===== src/rtl/axi_puf_seq_master_if.sv =====
// AXI4-Lite bundle between axi_puf_seq_master (master side) and the LFSR/PUF peripheral (slave side).
interface axi_puf_seq_master_if;
    logic        awvalid;
    logic [15:0] awaddr;
    logic [2:0]  awprot;
    logic        awready;
    logic        wvalid;
    logic [31:0] wdata;
    logic [3:0]  wstrb;
    logic        wready;
    logic        bvalid;
    logic [1:0]  bresp;
    logic        bready;
    logic        arvalid;
    logic [15:0] araddr;
    logic [2:0]  arprot;
    logic        arready;
    logic        rvalid;
    logic [1:0]  rresp;
    logic [31:0] rdata;
    logic        rready;

    modport master (
        output awvalid, awaddr, awprot, input awready,
        output wvalid, wdata, wstrb, input wready,
        input bvalid, bresp, output bready,
        output arvalid, araddr, arprot, input arready,
        input rvalid, rresp, rdata, output rready
    );

    modport slave (
        input awvalid, awaddr, awprot, output awready,
        input wvalid, wdata, wstrb, output wready,
        output bvalid, bresp, input bready,
        input arvalid, araddr, arprot, output arready,
        output rvalid, rresp, rdata, input rready
    );
endinterface


===== src/rtl/axi_puf_seq_master.sv =====
// AXI4-Lite sequencer: programs seed/poly/cnt, runs the LFSR/PUF peripheral, polls until idle, reads Q.
// Define AXI_PUF_SEQ_MAGIC_CHECK_EN to verify the peripheral magic word before any write.
module axi_puf_seq_master #(
    parameter logic [15:0] BASE_ADDR = 16'h0000,
    parameter int unsigned POLL_MAX  = 1024
) (
    input  logic                  m_axi_aclk,
    input  logic                  m_axi_aresetn,
    input  logic                  start,
    input  logic [31:0]           seed_in,
    input  logic [31:0]           poly_in,
    input  logic [31:0]           cnt_in,
    output logic                  busy,
    output logic                  done,
    output logic                  error,
    output logic [1:0]            err_code,
    output logic [31:0]           q_out,
    axi_puf_seq_master_if.master  m_axi
);

    localparam logic [15:0] OFF_MAGIC = 16'h0008;
    localparam logic [15:0] OFF_SEED  = 16'h000C;
    localparam logic [15:0] OFF_POLY  = 16'h0010;
    localparam logic [15:0] OFF_CNT   = 16'h0014;
    localparam logic [15:0] OFF_Q     = 16'h0018;
    localparam logic [15:0] OFF_RUN   = 16'h001C;

    localparam logic [31:0] MAGIC_VALUE = 32'h4746_5550;
    localparam logic [31:0] STATE_IDLE  = 32'h0000_0001;

    localparam logic [1:0] ERR_NONE    = 2'd0;
    localparam logic [1:0] ERR_RESP    = 2'd1;
    localparam logic [1:0] ERR_TIMEOUT = 2'd2;
    localparam logic [1:0] ERR_MAGIC   = 2'd3;

    typedef enum logic [2:0] {
        S_IDLE,
`ifdef AXI_PUF_SEQ_MAGIC_CHECK_EN
        S_CHK_MAGIC,
`endif
        S_WR_SEED,
        S_WR_POLY,
        S_WR_CNT,
        S_WR_RUN,
        S_POLL,
        S_RD_Q
    } state_e;

`ifdef AXI_PUF_SEQ_MAGIC_CHECK_EN
    localparam state_e FIRST_STEP = S_CHK_MAGIC;
`else
    localparam state_e FIRST_STEP = S_WR_SEED;
`endif

    function automatic logic is_write(input state_e s);
        return (s == S_WR_SEED) || (s == S_WR_POLY) || (s == S_WR_CNT) || (s == S_WR_RUN);
    endfunction

    state_e      state_q, state_d;
    logic        awvalid_q, awvalid_d, wvalid_q, wvalid_d, bready_q, bready_d;
    logic        arvalid_q, arvalid_d, rready_q, rready_d;
    logic        busy_q, busy_d, done_q, done_d, error_q, error_d;
    logic [1:0]  err_code_q, err_code_d;
    logic [31:0] q_q, q_d, seed_q, seed_d, poly_q, poly_d, cnt_q, cnt_d;
    logic [31:0] poll_cnt_q, poll_cnt_d, poll_inc;
    logic        advance, abort;
    state_e      next_step;
    logic [1:0]  abort_code;
    logic [15:0] offset;
    logic [31:0] wdata;

    // NOTE: registers use non-blocking <= so every flop samples pre-edge values;
    // the async reset also drops all valids the moment m_axi_aresetn falls.
    always_ff @(posedge m_axi_aclk or negedge m_axi_aresetn) begin
        if (!m_axi_aresetn) begin
            state_q    <= S_IDLE;
            awvalid_q  <= 1'b0;
            wvalid_q   <= 1'b0;
            bready_q   <= 1'b0;
            arvalid_q  <= 1'b0;
            rready_q   <= 1'b0;
            busy_q     <= 1'b0;
            done_q     <= 1'b0;
            error_q    <= 1'b0;
            err_code_q <= ERR_NONE;
            q_q        <= '0;
            seed_q     <= '0;
            poly_q     <= '0;
            cnt_q      <= '0;
            poll_cnt_q <= '0;
        end else begin
            state_q    <= state_d;
            awvalid_q  <= awvalid_d;
            wvalid_q   <= wvalid_d;
            bready_q   <= bready_d;
            arvalid_q  <= arvalid_d;
            rready_q   <= rready_d;
            busy_q     <= busy_d;
            done_q     <= done_d;
            error_q    <= error_d;
            err_code_q <= err_code_d;
            q_q        <= q_d;
            seed_q     <= seed_d;
            poly_q     <= poly_d;
            cnt_q      <= cnt_d;
            poll_cnt_q <= poll_cnt_d;
        end
    end

    assign poll_inc = (poll_cnt_q == '1) ? poll_cnt_q : poll_cnt_q + 32'd1;

    // NOTE: every signal written here gets a default first, so no path leaves it unassigned (no latch).
    always_comb begin
        state_d    = state_q;
        awvalid_d  = awvalid_q;
        wvalid_d   = wvalid_q;
        bready_d   = bready_q;
        arvalid_d  = arvalid_q;
        rready_d   = rready_q;
        busy_d     = busy_q;
        done_d     = 1'b0;
        error_d    = 1'b0;
        err_code_d = err_code_q;
        q_d        = q_q;
        seed_d     = seed_q;
        poly_d     = poly_q;
        cnt_d      = cnt_q;
        poll_cnt_d = poll_cnt_q;
        advance    = 1'b0;
        next_step  = state_q;
        abort      = 1'b0;
        abort_code = ERR_NONE;

        case (state_q)
            S_IDLE: begin
                if (start) begin
                    seed_d     = seed_in;
                    poly_d     = poly_in;
                    cnt_d      = cnt_in;
                    busy_d     = 1'b1;
                    err_code_d = ERR_NONE;
                    poll_cnt_d = '0;
                    advance    = 1'b1;
                    next_step  = FIRST_STEP;
                end
            end
            S_WR_SEED, S_WR_POLY, S_WR_CNT, S_WR_RUN: begin
                if (awvalid_q && m_axi.awready) awvalid_d = 1'b0;
                if (wvalid_q && m_axi.wready)   wvalid_d  = 1'b0;
                if (!awvalid_d && !wvalid_d && !bready_q) bready_d = 1'b1;
                if (bready_q && m_axi.bvalid) begin
                    bready_d = 1'b0;
                    if (m_axi.bresp != 2'b00) begin
                        abort      = 1'b1;
                        abort_code = ERR_RESP;
                    end else begin
                        advance = 1'b1;
                        case (state_q)
                            S_WR_SEED: next_step = S_WR_POLY;
                            S_WR_POLY: next_step = S_WR_CNT;
                            S_WR_CNT:  next_step = S_WR_RUN;
                            default:   next_step = S_POLL;
                        endcase
                    end
                end
            end
`ifdef AXI_PUF_SEQ_MAGIC_CHECK_EN
            S_CHK_MAGIC,
`endif
            S_POLL, S_RD_Q: begin
                if (arvalid_q && m_axi.arready) begin
                    arvalid_d = 1'b0;
                    rready_d  = 1'b1;
                end
                if (rready_q && m_axi.rvalid) begin
                    rready_d = 1'b0;
                    if (m_axi.rresp != 2'b00) begin
                        abort      = 1'b1;
                        abort_code = ERR_RESP;
                    end else if (state_q == S_POLL) begin
                        poll_cnt_d = poll_inc;
                        if (m_axi.rdata == STATE_IDLE) begin
                            advance   = 1'b1;
                            next_step = S_RD_Q;
                        end else if (poll_inc >= POLL_MAX) begin
                            abort      = 1'b1;
                            abort_code = ERR_TIMEOUT;
                        end else begin
                            arvalid_d = 1'b1;   // back-to-back status read, no idle cycle
                        end
                    end else if (state_q == S_RD_Q) begin
                        q_d     = m_axi.rdata;
                        done_d  = 1'b1;
                        busy_d  = 1'b0;
                        state_d = S_IDLE;
                    end
`ifdef AXI_PUF_SEQ_MAGIC_CHECK_EN
                    else if (m_axi.rdata == MAGIC_VALUE) begin
                        advance   = 1'b1;
                        next_step = S_WR_SEED;
                    end else begin
                        abort      = 1'b1;
                        abort_code = ERR_MAGIC;
                    end
`endif
                end
            end
            default: state_d = S_IDLE;
        endcase

        if (advance) begin
            state_d = next_step;
            if (is_write(next_step)) begin
                awvalid_d = 1'b1;
                wvalid_d  = 1'b1;
            end else begin
                arvalid_d = 1'b1;
            end
        end

        if (abort) begin
            state_d    = S_IDLE;
            error_d    = 1'b1;
            err_code_d = abort_code;
            busy_d     = 1'b0;
        end
    end

    always_comb begin
        offset = OFF_RUN;
        wdata  = 32'h0000_0001;
        case (state_q)
            S_WR_SEED: begin offset = OFF_SEED; wdata = seed_q; end
            S_WR_POLY: begin offset = OFF_POLY; wdata = poly_q; end
            S_WR_CNT:  begin offset = OFF_CNT;  wdata = cnt_q;  end
            S_RD_Q:    offset = OFF_Q;
`ifdef AXI_PUF_SEQ_MAGIC_CHECK_EN
            S_CHK_MAGIC: offset = OFF_MAGIC;
`endif
            default: ;
        endcase
    end

    assign m_axi.awvalid = awvalid_q;
    assign m_axi.awaddr  = BASE_ADDR + offset;
    assign m_axi.awprot  = 3'b000;
    assign m_axi.wvalid  = wvalid_q;
    assign m_axi.wdata   = wdata;
    assign m_axi.wstrb   = 4'hF;
    assign m_axi.bready  = bready_q;
    assign m_axi.arvalid = arvalid_q;
    assign m_axi.araddr  = BASE_ADDR + offset;
    assign m_axi.arprot  = 3'b000;
    assign m_axi.rready  = rready_q;

    assign busy     = busy_q;
    assign done     = done_q;
    assign error    = error_q;
    assign err_code = err_code_q;
    assign q_out    = q_q;

endmodule


===== src/flat_wrapper.sv =====
// flat-port wrapper written by rule: the top's interface ports become plain ports
module axi_puf_seq_master_flat 
#(
    parameter logic [15:0] BASE_ADDR = 16'h0000,
    parameter int unsigned POLL_MAX  = 1024
)
  (m_axi_aclk, m_axi_aresetn, start, seed_in, poly_in, cnt_in, busy, done, error, err_code, q_out, m_axi_awvalid, m_axi_awaddr, m_axi_awprot, m_axi_awready, m_axi_wvalid, m_axi_wdata, m_axi_wstrb, m_axi_wready, m_axi_bvalid, m_axi_bresp, m_axi_bready, m_axi_arvalid, m_axi_araddr, m_axi_arprot, m_axi_arready, m_axi_rvalid, m_axi_rresp, m_axi_rdata, m_axi_rready);
  axi_puf_seq_master_if m_axi_i ();
  input  logic m_axi_aclk;
  input  logic m_axi_aresetn;
  input  logic start;
  input  logic [31:0] seed_in;
  input  logic [31:0] poly_in;
  input  logic [31:0] cnt_in;
  output logic busy;
  output logic done;
  output logic error;
  output logic [1:0] err_code;
  output logic [31:0] q_out;
  output wire logic [$bits(m_axi_i.awvalid)-1:0] m_axi_awvalid;
  output wire logic [$bits(m_axi_i.awaddr)-1:0] m_axi_awaddr;
  output wire logic [$bits(m_axi_i.awprot)-1:0] m_axi_awprot;
  input wire logic [$bits(m_axi_i.awready)-1:0] m_axi_awready;
  output wire logic [$bits(m_axi_i.wvalid)-1:0] m_axi_wvalid;
  output wire logic [$bits(m_axi_i.wdata)-1:0] m_axi_wdata;
  output wire logic [$bits(m_axi_i.wstrb)-1:0] m_axi_wstrb;
  input wire logic [$bits(m_axi_i.wready)-1:0] m_axi_wready;
  input wire logic [$bits(m_axi_i.bvalid)-1:0] m_axi_bvalid;
  input wire logic [$bits(m_axi_i.bresp)-1:0] m_axi_bresp;
  output wire logic [$bits(m_axi_i.bready)-1:0] m_axi_bready;
  output wire logic [$bits(m_axi_i.arvalid)-1:0] m_axi_arvalid;
  output wire logic [$bits(m_axi_i.araddr)-1:0] m_axi_araddr;
  output wire logic [$bits(m_axi_i.arprot)-1:0] m_axi_arprot;
  input wire logic [$bits(m_axi_i.arready)-1:0] m_axi_arready;
  input wire logic [$bits(m_axi_i.rvalid)-1:0] m_axi_rvalid;
  input wire logic [$bits(m_axi_i.rresp)-1:0] m_axi_rresp;
  input wire logic [$bits(m_axi_i.rdata)-1:0] m_axi_rdata;
  output wire logic [$bits(m_axi_i.rready)-1:0] m_axi_rready;
  assign m_axi_awvalid = m_axi_i.awvalid;
  assign m_axi_awaddr = m_axi_i.awaddr;
  assign m_axi_awprot = m_axi_i.awprot;
  assign m_axi_i.awready = m_axi_awready;
  assign m_axi_wvalid = m_axi_i.wvalid;
  assign m_axi_wdata = m_axi_i.wdata;
  assign m_axi_wstrb = m_axi_i.wstrb;
  assign m_axi_i.wready = m_axi_wready;
  assign m_axi_i.bvalid = m_axi_bvalid;
  assign m_axi_i.bresp = m_axi_bresp;
  assign m_axi_bready = m_axi_i.bready;
  assign m_axi_arvalid = m_axi_i.arvalid;
  assign m_axi_araddr = m_axi_i.araddr;
  assign m_axi_arprot = m_axi_i.arprot;
  assign m_axi_i.arready = m_axi_arready;
  assign m_axi_i.rvalid = m_axi_rvalid;
  assign m_axi_i.rresp = m_axi_rresp;
  assign m_axi_i.rdata = m_axi_rdata;
  assign m_axi_rready = m_axi_i.rready;
  axi_puf_seq_master #(.BASE_ADDR(BASE_ADDR), .POLL_MAX(POLL_MAX)) u_core (.m_axi_aclk(m_axi_aclk), .m_axi_aresetn(m_axi_aresetn), .start(start), .seed_in(seed_in), .poly_in(poly_in), .cnt_in(cnt_in), .busy(busy), .done(done), .error(error), .err_code(err_code), .q_out(q_out), .m_axi(m_axi_i));
endmodule

===== config.mk =====
export PLATFORM = sky130hd
export DESIGN_NAME = axi_puf_seq_master_flat
export DESIGN_NICKNAME = d
export VERILOG_FILES = /design/src/rtl/axi_puf_seq_master_if.sv /design/src/rtl/axi_puf_seq_master.sv /design/src/flat_wrapper.sv
export SDC_FILE = /design/constraint.sdc
export NUM_CORES = 1
export LEC_CHECK = 0
export CAP_MARGIN = 0
export CORE_MARGIN = 10
export CORE_UTILIZATION = 44
export DETAILED_ROUTE_END_ITERATION = 10
export GPL_ROUTABILITY_DRIVEN = 0
export PLACE_DENSITY = 0.78
export SLEW_MARGIN = 20
export SYNTH_ARGS = -nofsm -noshare
export SYNTH_HDL_FRONTEND = slang
export SYNTH_SLANG_ARGS = --single-unit

===== constraint.sdc =====
create_clock -name m_axi_aclk -period 3.1 [get_ports m_axi_aclk]
set_input_delay 0.465 -clock m_axi_aclk [delete_from_list [all_inputs] [get_ports m_axi_aclk]]
set_output_delay 0.465 -clock m_axi_aclk [all_outputs]
set_load 0.02 [all_outputs]

==> impl_metrics.tcl <==
set metrics [dict create \
    rsz0062_at_grt "false" \
    dieArea_um2 26600 \
    first_global_vias 8201 \
    maxCapViolCount 0 \
    status "finished clean" \
    drive_gt1_share_pct 10.1 \
    ant_nets 0 \
    synth_edf_count 0 \
    io_buffers 219 \
    synth_top_area_share_pct 48.1 \
    synth_area_leaders "dfrtp_1 (48%), nand2_1 (18%), mux2_2 (3.9%)" \
    worst-r2r-cell-count 9 \
    worstPathArrival_ps 2450 \
    cts.clk_slew.worst_paths_ps 70 \
    critical_path_class "reg -> out" \
    rrSetupSlack_ps 190 \
    die_height_um 163 \
    synthSimpleGateAreaFrac_pct 28.1 \
    seq_area_frac_synth_pct 48.1 \
    drtIter0Drc 748 \
    vias 8307 \
    fillers 1766 \
    synthTopCellsByCount "nand2_1 (427), dfrtp_1 (173), nor2_1 (67)" \
    fmaxAchievable_ghz 0.343 \
    boundaryPins 256 \
    fin_crit_ps 2910 \
    cts_made_buffers 17 \
    slew_headroom_pct 32.9 \
    synth_ff_type "dfrtp_1" \
    postSynth.asyncResetShare_pct 100 \
    grt_usage_pct 19.3 \
    cts.htree.levels 4 \
    syn_avg_cell_area_um2 8.33 \
    clock_path_buffers 2 \
    hold_viol_final 0 \
    worstMarginPinSlew_ps 1010 \
    cts-root-buf "clkbuf_16" \
    hold_buffers 0 \
    start_util_pct 44.6 \
    cp-end-kind "output port" \
    synth_top_family_by_area "simple AND/OR/NAND/NOR gates" \
    powerDensity_nw_per_um2 780 \
    synth-xor-area-share_pct 0.682 \
    final_util_pct 60.1 \
    wl_per_cell_um 16.9 \
    synth_compound_area_share_pct 11.8 \
    clock-sinks 173 \
    skew_ps 12.2 \
    pre_cts_slack_ps 32.7 \
    wl_mm 26.6 \
    ys_ff_latch 173 \
    cts_tree "yes" \
    yosysMostFrequentCell "nand2_1" \
    die_w_um 163 \
    coreArea_um2 20200 \
    rows 52 \
    rr_startpoint "u_core.poll_cnt_q[0]" \
    synthesis.instances 1080 \
    nNetsFinal 1428 \
    drc 0 \
    ys_types 63 \
    layout_setup_ws_ps 187 \
    grt_max_degree 97 \
    synth-adder-area-share_pct 0.139 \
    finalCritPeriodShare_pct 94.0 \
    stdcell_count 1569 \
    peakVddDrop_v 0.000412 \
    hpwl_mm 18.8 \
    antennaDiodeCount 0 \
    tns_ps 0 \
    insertion_delay_ps 430 \
    startpoint "u_core.state_q[1]" \
    hp-class "in -> async" \
    endpoint "m_axi_wdata[19]" \
    drtPass1Iterations 6 \
    cp.required_ps 2630 \
    antenna_found_initial 0 \
    yosysTopAreaCell "dfrtp_1" \
    place_inst 1535 \
    slew_violations 0 \
    setup_viol 0 \
    path_max_fanout 32 \
    yosysWarnings 0 \
    syn_area_um2 8990 \
    synthMuxAreaShare_pct 4.44 \
    r2r_end "u_core.err_code[1]" \
    syn_to_final_growth_pct 34.8 \
    vias_per_cell 5.29 \
    startpoint_type "flop" \
    p_leak_nw 5.71 \
    grt_pass1_wl_mm 42.1 \
    grt-ovfl-total 0 \
]
## cell usage in the layout, fill, tap and decap left out, types with 16 or more instances in the layout
cell type | synthesis | final
o31ai_1 | 16 | 16
mux2_2 | 31 | 31
a22oi_1 | 31 | 31
clkbuf_16 | 0 | 17
dfrtp_1 | 173 | 172
conb_1 | 2 | 36
clkdlybuf4s50_1 | 0 | 218
buf_4 | 39 | 36
nand2_1 | 427 | 425
nor2_1 | 67 | 67
nand4_1 | 21 | 21
o21ai_0 | 41 | 41
## cell type report
class / instances / area, µm² / area share (%)
clock buffer: 18 / 439 / 3.62
clock inverter: 13 / 176 / 1.46
inverter: 9 / 33.8 / 0.279
multi-input combinational: 826 / 4240 / 35.0
sequential: 173 / 4330 / 35.7
tap: 270 / 338 / 2.79
timing repair buffer: 260 / 2560 / 21.1
## cell families after synthesis
kind of cell | count (synthesis)
flops | 173
fa+ha+maj | 1
simple gates | 594
compound gates | 152
mux | 36
other cells | 2
buf+inv | 115
xor+xnor | 7
## worst min path at each step
stage	startpoint	to	slack, ps	cells past startpoint
detailed placement	u_core.cnt_q[4]	u_core.cnt_q[4]	460	2
finish	m_axi_aresetn	u_core.q_out[9]	90	1
CTS	m_axi_aresetn	u_core.q_out[9]	110	1
global placement	u_core.cnt_q[18]	u_core.cnt_q[18]	450	2
floorplan	m_axi_aresetn	u_core.busy	170	0
global route	m_axi_aresetn	u_core.q_out[9]	140	1
## worst max-delay path: stages (launching register included)
cell	delay (ps)
dfrtp_2	380
buf_4	420
mux2_2	390
a22oi_1	140
nor2_1	90
clkdlybuf4s50_1	580
## sequential cells by signal, summed over array words and instances (netlist names)
register              flops
u_core.cnt_q             32
u_core.poll_cnt_q        32
u_core.poly_q            32
u_core.q_out             32
u_core.seed_q            32
u_core.state_q            3
u_core.err_code           2
u_core.busy               1
u_core.done               1
u_core.error              1
u_core.m_axi.arvalid      1
u_core.m_axi.awvalid      1
u_core.m_axi.bready       1
u_core.m_axi.rready       1
u_core.m_axi.wvalid       1
## metal layers
layer | global-route usage, % | vias to the layer above | part of all wire [%]
met5 | 0 | - | 0
met1 | 24.0 | 3880 | 42
met4 | 6.23 | 0 | 2.1
li1 | - | 3998 | -
met3 | 5.69 | 46 | 8.8
met2 | 31.5 | 383 | 47
## report_power, final
part	internal [mW]	total [mW]	leakage, nW	switching [mW]
combinational	1.69	3.93	3.17	2.24
clock	1.31	2.25	0.298	0.939
sequential	2.92	3.28	2.25	0.363
## timing repair
action                                  in CTS  in global routing
endpoints found under the setup margin       0                  7
hold endpoints to repair                     0                  0
buffers inserted                             0                  3
resized for setup                            0                  8
## through the flow
stage	hold slack [ps]	power [mW]	cell area [µm²]
after detailed placement	457	7.27	11500
after global routing	136	10.1	12100
after floorplan	169	5.66	9120
after global placement	452	7.18	11500
final	85.1	9.46	12100
after CTS	114	9.55	12100
No activity file was read; power rests on OpenSTA's default activity.
